## src/rtl/pcie_led_pkg.sv

```systemverilog
// Shared types and LED bit positions for the PCIe link status LED block.
package pcie_led_pkg;

    typedef enum logic [1:0] {
        ST_DOWN  = 2'd0,
        ST_TRAIN = 2'd1,
        ST_UP    = 2'd2,
        ST_LOST  = 2'd3
    } link_st_t;

    localparam int LED_HB      = 0;
    localparam int LED_UP      = 1;
    localparam int LED_PERST   = 2;
    localparam int LED_LOST    = 3;
    localparam int LED_CNT_LSB = 4;

    localparam int         DROP_W   = 4;
    localparam logic [3:0] DROP_MAX = 4'hF;

endpackage

```

## src/rtl/sync_2ff.sv

```systemverilog
// Two-flop synchronizer for a single asynchronous level input.
module sync_2ff (
    input  logic clk,
    input  logic rst,
    input  logic d,
    output logic q
);

    logic meta_r;
    logic q_r;

    // Capture stage followed by resolve stage.
    always_ff @(posedge clk or posedge rst) begin
        if (rst) begin
            meta_r <= 1'b0;
            q_r    <= 1'b0;
        end else begin
            meta_r <= d;
            q_r    <= meta_r;
        end
    end

    assign q = q_r;

endmodule

```

## src/rtl/pcie_link_led.sv

```systemverilog
// PCIe link status LED driver: debounced link FSM, drop counter, sticky flag.
// Heartbeat divider on led[0] is built only when PCIE_LINK_LED_HB_EN is defined.
module pcie_link_led
    import pcie_led_pkg::*;
#(
    parameter int HB_HALF  = 125000000,
    parameter int DEB_CYC  = 1024,
    parameter int LOST_CYC = 250000000
) (
    input  logic       clk,
    input  logic       rst,
    input  logic       pcie_link_up,
    input  logic       pcie_perst_n,
    input  logic       clr_sticky,
    output logic [7:0] led
);

    localparam int DC_W = $clog2(DEB_CYC);
    localparam int LC_W = (LOST_CYC > 1) ? $clog2(LOST_CYC) : 1;
    localparam logic [DC_W-1:0] DC_LAST = DC_W'(DEB_CYC - 1);
    localparam logic [LC_W-1:0] LC_LAST = LC_W'(LOST_CYC - 1);

    logic              lu_s;
    logic              perst_s;
    logic              link_ok_s;
    link_st_t          state_r;
    link_st_t          state_nxt_s;
    logic [DC_W-1:0]   deb_cnt_r;
    logic [DC_W-1:0]   deb_cnt_nxt_s;
    logic [LC_W-1:0]   lost_cnt_r;
    logic [LC_W-1:0]   lost_cnt_nxt_s;
    logic              drop_ev_s;
    logic [DROP_W-1:0] drop_cnt_r;
    logic              sticky_r;
    logic              hb_s;
    logic [7:0]        led_r;

    sync_2ff u_sync_lu (
        .clk (clk),
        .rst (rst),
        .d   (pcie_link_up),
        .q   (lu_s)
    );

    sync_2ff u_sync_perst (
        .clk (clk),
        .rst (rst),
        .d   (pcie_perst_n),
        .q   (perst_s)
    );

    assign link_ok_s = lu_s & perst_s;

    // Link FSM next-state; the DOWN->TRAIN cycle counts as the first good sample.
    always_comb begin
        state_nxt_s    = state_r;
        deb_cnt_nxt_s  = deb_cnt_r;
        lost_cnt_nxt_s = lost_cnt_r;
        drop_ev_s      = 1'b0;
        case (state_r)
            ST_DOWN: begin
                if (link_ok_s) begin
                    state_nxt_s   = ST_TRAIN;
                    deb_cnt_nxt_s = DC_W'(1'b1);
                end else begin
                    deb_cnt_nxt_s = {DC_W{1'b0}};
                end
            end
            ST_TRAIN: begin
                if (!link_ok_s) begin
                    state_nxt_s   = ST_DOWN;
                    deb_cnt_nxt_s = {DC_W{1'b0}};
                end else if (deb_cnt_r == DC_LAST) begin
                    state_nxt_s   = ST_UP;
                    deb_cnt_nxt_s = {DC_W{1'b0}};
                end else begin
                    deb_cnt_nxt_s = deb_cnt_r + DC_W'(1'b1);
                end
            end
            ST_UP: begin
                if (!link_ok_s) begin
                    state_nxt_s    = ST_LOST;
                    lost_cnt_nxt_s = {LC_W{1'b0}};
                    drop_ev_s      = 1'b1;
                end else begin
                    lost_cnt_nxt_s = {LC_W{1'b0}};
                end
            end
            ST_LOST: begin
                if (lost_cnt_r == LC_LAST) begin
                    state_nxt_s    = ST_DOWN;
                    lost_cnt_nxt_s = {LC_W{1'b0}};
                end else begin
                    lost_cnt_nxt_s = lost_cnt_r + LC_W'(1'b1);
                end
            end
            default: begin
                state_nxt_s    = ST_DOWN;
                deb_cnt_nxt_s  = {DC_W{1'b0}};
                lost_cnt_nxt_s = {LC_W{1'b0}};
            end
        endcase
    end

    // FSM state and its counters.
    always_ff @(posedge clk or posedge rst) begin
        if (rst) begin
            state_r    <= ST_DOWN;
            deb_cnt_r  <= {DC_W{1'b0}};
            lost_cnt_r <= {LC_W{1'b0}};
        end else begin
            state_r    <= state_nxt_s;
            deb_cnt_r  <= deb_cnt_nxt_s;
            lost_cnt_r <= lost_cnt_nxt_s;
        end
    end

    // Sticky flag and saturating drop count; a drop in the clear cycle survives the clear.
    always_ff @(posedge clk or posedge rst) begin
        if (rst) begin
            sticky_r   <= 1'b0;
            drop_cnt_r <= 4'h0;
        end else if (clr_sticky) begin
            sticky_r   <= drop_ev_s;
            drop_cnt_r <= drop_ev_s ? 4'h1 : 4'h0;
        end else if (drop_ev_s) begin
            sticky_r <= 1'b1;
            if (drop_cnt_r != DROP_MAX) begin
                drop_cnt_r <= drop_cnt_r + 4'h1;
            end else begin
                drop_cnt_r <= drop_cnt_r;
            end
        end else begin
            sticky_r   <= sticky_r;
            drop_cnt_r <= drop_cnt_r;
        end
    end

`ifdef PCIE_LINK_LED_HB_EN
    localparam int HB_W = $clog2(HB_HALF);
    localparam logic [HB_W-1:0] HB_LAST = HB_W'(HB_HALF - 1);

    logic [HB_W-1:0] hb_cnt_r;
    logic            hb_r;

    // Free-running heartbeat divider, toggles every HB_HALF cycles.
    always_ff @(posedge clk or posedge rst) begin
        if (rst) begin
            hb_cnt_r <= {HB_W{1'b0}};
            hb_r     <= 1'b0;
        end else if (hb_cnt_r == HB_LAST) begin
            hb_cnt_r <= {HB_W{1'b0}};
            hb_r     <= ~hb_r;
        end else begin
            hb_cnt_r <= hb_cnt_r + HB_W'(1'b1);
        end
    end

    assign hb_s = hb_r;
`else
    assign hb_s = 1'b0;

    // HB_HALF stays on the interface even when the divider is compiled out.
    if (HB_HALF < 2) begin : g_hb_half_range
    end
`endif

    // Registered LED vector.
    always_ff @(posedge clk or posedge rst) begin
        if (rst) begin
            led_r <= 8'h00;
        end else begin
            led_r[LED_HB]                  <= hb_s;
            led_r[LED_UP]                  <= (state_r == ST_UP);
            led_r[LED_PERST]               <= ~perst_s;
            led_r[LED_LOST]                <= sticky_r;
            led_r[LED_CNT_LSB +: DROP_W]   <= drop_cnt_r;
        end
    end

    assign led = led_r;

endmodule

```

## config.mk

```make
export PLATFORM = sky130hd
export DESIGN_NAME = pcie_link_led
export DESIGN_NICKNAME = d
export VERILOG_FILES = /design/src/rtl/pcie_led_pkg.sv /design/src/rtl/sync_2ff.sv /design/src/rtl/pcie_link_led.sv
export SDC_FILE = /design/constraint.sdc
export NUM_CORES = 1
export LEC_CHECK = 0
export ABC_AREA = 1
export CORE_MARGIN = 2
export CORE_UTILIZATION = 25
export DETAILED_ROUTE_END_ITERATION = 16
export GPL_ROUTABILITY_DRIVEN = 0
export PLACE_DENSITY_LB_ADDON = 0.1
export SKIP_LAST_GASP = 1
export SLEW_MARGIN = 20
export SYNTH_ARGS = -nofsm -noshare
export SYNTH_HDL_FRONTEND = slang
export SYNTH_HIERARCHICAL = 1
export SYNTH_SLANG_ARGS = --single-unit
```

## constraint.sdc

```tcl
create_clock -name clk -period 1.63 [get_ports clk]
set_input_delay 0.489 -clock clk [delete_from_list [all_inputs] [get_ports clk]]
set_output_delay 0.489 -clock clk [all_outputs]
set_load 0.02 [all_outputs]
```

# ---- Yosys cells after proc, flatten, opt, wreduce, memory -nomap -nowiden
# Cells that the tools add are included.
dict set report totals {
  word_cells 52
  ff_bits 56
  out_inout_bits 8
}
dict set report classes {
  mux 20
  n_eq_ne 10
  reduce_logical 7
  bitwise_logic 2
  add_sub_neg 3
}
# cell count
set op_table {}
lappend op_table {{case mux 28 bit (2 select lines)} 1}
lappend op_table {{adder 28 x 1 -> 28 bit, second input constant} 1}
lappend op_table {{equality test 28 bit, second input constant} 1}
lappend op_table {{two-way mux 28 bit} 1}
lappend op_table {{two-way mux 10 bit} 2}
lappend op_table {{case mux 10 bit (2 select lines)} 1}
lappend op_table {{two-way mux 4 bit} 3}
lappend op_table {{adder 10 x 1 -> 10 bit, second input constant} 1}
lappend op_table {{equality test 10 bit, second input constant} 1}
lappend op_table {{two-way mux 2 bit} 5}
lappend op_table {{case mux 2 bit (4 select lines)} 1}
lappend op_table {{nonzero test 2 bit} 4}
lappend op_table {{two-way mux 1 bit} 6}
lappend op_table {{!= test 2 bit, second input constant} 3}
lappend op_table {{adder 4 x 1 -> 4 bit, second input constant} 1}
lappend op_table {{equality test 2 bit, second input constant} 2}
lappend op_table {{!= test 4 bit, second input constant} 1}
lappend op_table {{AND reduction 4 bit} 1}
lappend op_table {{!= test 3 bit, second input constant} 1}
lappend op_table {{equality test 2 x 1 -> 1 bit, second input constant} 1}
lappend op_table {{logical NOT 2 bit} 1}
lappend op_table {{AND reduction 2 bit} 1}
lappend op_table {{AND 1 bit} 1}
lappend op_table {{inverter 1 bit} 1}

# ---- Longest topological paths before layout
dict set report depth {
  depth_word 5
  depth_mapped 10
  ltp_nobuf 10
}

# ---- Cells and area by module
# Netlist, hierarchy kept.
# mod instances area_each_um2 seq_area_each_um2 cells_per_inst
set modules_own_cells {}
lappend modules_own_cells {pcie_link_led 1 3111.7 1301.2 436}
lappend modules_own_cells {sync_2ff 2 53.8 50.0 3}

# ---- Worst setup path after synthesis
# No wires, ideal clock.
dict set report synth_timing {
  path_kind {reg-to-reg}
  startpoint {reg lost_cnt_r[0]}
  endpoint {reg state_r[0]}
  arrival_ns 1.363
  setup_slack_ns 0.154
  period_less_slack_ns 1.476
  path_stages_with_launch 11
  path_buffers 0
  path_cell_list {dfrtp_1 > ha_1 > nand3_2 > inv_2 > nand2_1 > nor2_2 > nand2_2 > nand2_4 > nand3_1 > nand2_1 > inv_1}
}
dict set report synth_via {
  elab_chain_cells 3
}
# item line_no
set synth_lines {}
lappend synth_lines {{from (decl)} pcie_link_led.sv:30} ;# logic [LC_W-1:0] lost_cnt_r;
lappend synth_lines {{from (signal assigned)} pcie_link_led.sv:110} ;# lost_cnt_r <= {LC_W{1'b0}};
lappend synth_lines {{from (signal assigned)} pcie_link_led.sv:114} ;# lost_cnt_r <= lost_cnt_nxt_s;
lappend synth_lines {{equality test 28 bit} pcie_link_led.sv:90} ;# if (lost_cnt_r == LC_LAST) begin
lappend synth_lines {{!= test 2 bit (no source line)} --}
lappend synth_lines {{AND reduction 4 bit (no source line)} --}
lappend synth_lines {{to (signal assigned)} pcie_link_led.sv:112} ;# state_r <= state_nxt_s;
lappend synth_lines {{to (decl)} pcie_link_led.sv:26} ;# link_st_t state_r;
# No other way between the ends.
# A chain may end at the register's enable or synchronous reset.

# ---- Final worst setup path
# Ends and elaborated chain as after synthesis.

==> summary.txt <==
Worst setup path
  • CP required: ~1.8 ns
  • Startpoint types: flop
  • CP Max Fanout: 7
  • FF-to-FF Start: lost_cnt_r[0]
  • Arr. time, crit path: between 1.5 and 2 ns
  • Number of cells on the worst reg-to-reg path: 11
  • Critical path capture point type: flop
  • Largest stage delay on the critical path: around 0.36 ns
  • Crit Path Class: reg2reg
  • FF-to-FF setup slack: 0.05 ns
  • Slowest-stage cell, CP: dfrtp_1
  • Cell breakdown of the critical path: ha_1 > nand3_2 > buf_4 > inv_2 > nand2_1 > nor2_2 > nand2_4 > nand2_4 > nand3_1 > nand2_1 > inv_1
  • R2r endpoint: state_r[0]

Finish
  • FF/Latch Area: around 1400 µm²
  • NumNets Final: just over 500
  • Diode count: 0
  • Commonest non-fill, non-tap cells in the layout: nand2_1, dfrtp_1, nor2_1, buf_4, inv_1
  • Layout Utilization: 0.331
  • Area delta synth->final: 29.6%
  • Commonest non-fill, non-tap cell in the layout: nand2_1
  • Share of post-route cells with drive strength above 1: 0.182
  • Final non-filler cell total: approximately 700
  • # fillers: between 1000 and 1500
  • Area of the multi-input gates: approximately 1600 µm²

Detailed routing
  • Final WL: 8920 µm
  • Initial DRC count: 161
  • Antenna viol nets, final: 0
  • Per-cell routed wire length: between 10 and 15 µm
  • DRC viols: 0
  • DR vias: about 2900
  • Vias per std cell: 4.31
  • DRT Pass-1 Iters: 4

Synth
  • Yosys warns: 6
  • Post-Syn Nets: between 400 and 500
  • Avg Inst Size Synth: 7.28 µm²
  • Yosys reg bits: between 50 and 60
  • Library cells used by synthesis: 32
  • Syn Inst Count: 442
  • Sequential share of the synthesized area: 0.435
  • Cell Area, Synth: between 3000 and 4000 µm²

Global route
  • Met2 Resource Use GR: 0.232
  • Met3 Use GR: 0.0296
  • Antenna violations before repair: 0
  • Vias in the first global route: roughly 3100
  • GR Util met1: 0.185
  • GRT overflow: 0
  • Gr usage total: 0.139
  • Busiest grt layer: met2
  • Global-route wire length before repair: around 15000 µm
  • Pin count of the biggest net entering global routing: 31

Power and ir drop
  • IR drop worst, VDD: a little under 0.7 mV
  • Cell Pwr Density: between 600 and 700 nW/µm²
  • P_leak: ~2 nW

Hold path
  • HP Start: u_sync_lu/meta_r
  • Hold Crit Endpoint: u_sync_lu/q
  • Worst hold-check path type: reg2reg
  • WHS Path Cells: 0

Clock tree
  • Hold buffers post-CTS: 0
  • CTS tree: built
  • Clock Sink Count: 56
  • Worst skew pair latency: 0.31 ns
  • H-tree levels: 2
  • CTS max path bufs: 2
  • CTS root buf: clkbuf_16
  • Clock transition at path regs: 0.08 ns
  • CTS Buf Count: 5

STA
  • Tcrit/Tclk final: 0.972
  • Final setup skew: 0.0101 ns
  • Fin. Hold Viols: 0
  • RSZ-0062 raised after global routing: yes
  • Tmin final: about 1.6 ns
  • Max-slew violations: 0
  • Final setup vio count: 0
  • Highest Clock Rate: 631 MHz

Die
  • Die Wd: 117 µm
  • Die Height: between 100 and 150 µm
  • Die area: about 14000 µm²
  • Ports: 13
  • Placeable Area: 12600 µm²
  • Rows: between 40 and 50
  • Starting Density: 0.255

Status
  • Status: finished clean

Placed design
  • # port buffers: 11
  • DP Cell Count: 673
  • Final HPWL DP: slightly below 7000 µm

Run
  • Count of max-cap constraint violations: 0
cells in the mapped netlist (all sizes together):
cell type,instances,area share
a21oi,1,0.0016
and2,2,0.0039
buf,4,0.0093
clkbuf,3,0.0039
conb,1,0.0012
dfrtp,56,0.44
ha,3,0.012
inv,53,0.062
nand2,148,0.18
nand3,45,0.077
nand3b,1,0.0023
nand4,11,0.021
nor2,70,0.10
nor3,3,0.0047
o211ai,1,0.0023
o21ai,17,0.026
o21bai,2,0.0047
o22ai,4,0.0078
xnor2,2,0.0054
xor2,15,0.041
area by class of cell:
class	instances	share of cell area
Clock buffer	5	0.0300
Clock inverter	3	0.0120
Inverter	53	0.0486
Multi-Input combinational cell	326	0.390
Sequential cell	56	0.336
Tap cell	172	0.0516
Timing Repair Buffer	67	0.132
worst max-delay path by stage:
stage	startpoint	to	slack, ns	cells after the start
3_5_place_dp	lost_cnt_r[0]	lost_cnt_r[19]	-0.30	8
2_1_floorplan	lost_cnt_r[0]	state_r[0]	0.15	10
4_1_cts	lost_cnt_r[0]	state_r[0]	0.005	11
6_report	lost_cnt_r[0]	state_r[0]	0.05	11
5_1_grt	lost_cnt_r[8]	state_r[0]	-0.08	11
3_3_place_gp	lost_cnt_r[0]	lost_cnt_r[17]	-0.27	8
power by group:
group,internal [mW],leakage [nW],switching (mW)
clock network,0.744,0.0863,0.583
registers,1.41,0.769,0.0115
logic,0.0596,1.12,0.101
stage by stage:
stage	area [µm²]	setup WS [ns]	setup TNS, ns	hold slack, ns	total power, mW
floorplan	3220	0.154	0	0.230	1.54
global placement	3940	-0.267	-3.07	0.341	1.61
detailed placement	3940	-0.299	-3.15	0.345	1.61
CTS	4130	0.00517	0	0.369	2.97
global route	4170	-0.0834	-0.114	0.384	3.05
finish	4170	0.0459	0	0.360	2.91
layer usage:
metal / vias to the layer above / routed length [µm]
met5: - / 0
met4: 0 / 92
met3: 8 / 353
met2: 36 / 4090
met1: 1377 / 4380
li1: 1519 / -
kinds of logic (layout without fill, tap and decap cells):
group           after synthesis  count (layout)  share of synthesized area
compound gates               25              25                     0.0427
xor+xnor                     17              17                     0.0463
fa+ha+maj                     3               3                     0.0117
buf+inv                      60             128                     0.0750
flops                        56              56                      0.435
other cells                   1               1                    0.00116
simple gates                280             280                      0.388
sequential cells by signal, summed over array words and instances, names as in the netlist, named ones only:
name / flops
u_sync_lu/q: 1
state_r: 1
deb_cnt_r: 10
lost_cnt_r: 28
led: 7
drop_cnt_r: 4
u_sync_perst/q: 1
u_sync_lu/meta_r: 1
u_sync_perst/meta_r: 1
sticky_r: 1
worst max-delay path, delay by kind of cell, from the launching register on:
kind | cells | cell delay [ns]
simple gates | 7 | 0.68
fa+ha+maj | 1 | 0.18
flops | 1 | 0.36
buf+inv | 3 | 0.26
timing repair:
| action | 4_1_cts | 5_1_grt |
|---|---|---|
| setup buffers | 0 | 1 |
| pin swaps | 0 | 2 |
| resized for setup | 11 | 11 |
| cloned | 0 | 0 |
| endpoints found under the setup margin | 22 | 21 |
Note: power is estimated with default switching activity, not from simulation.
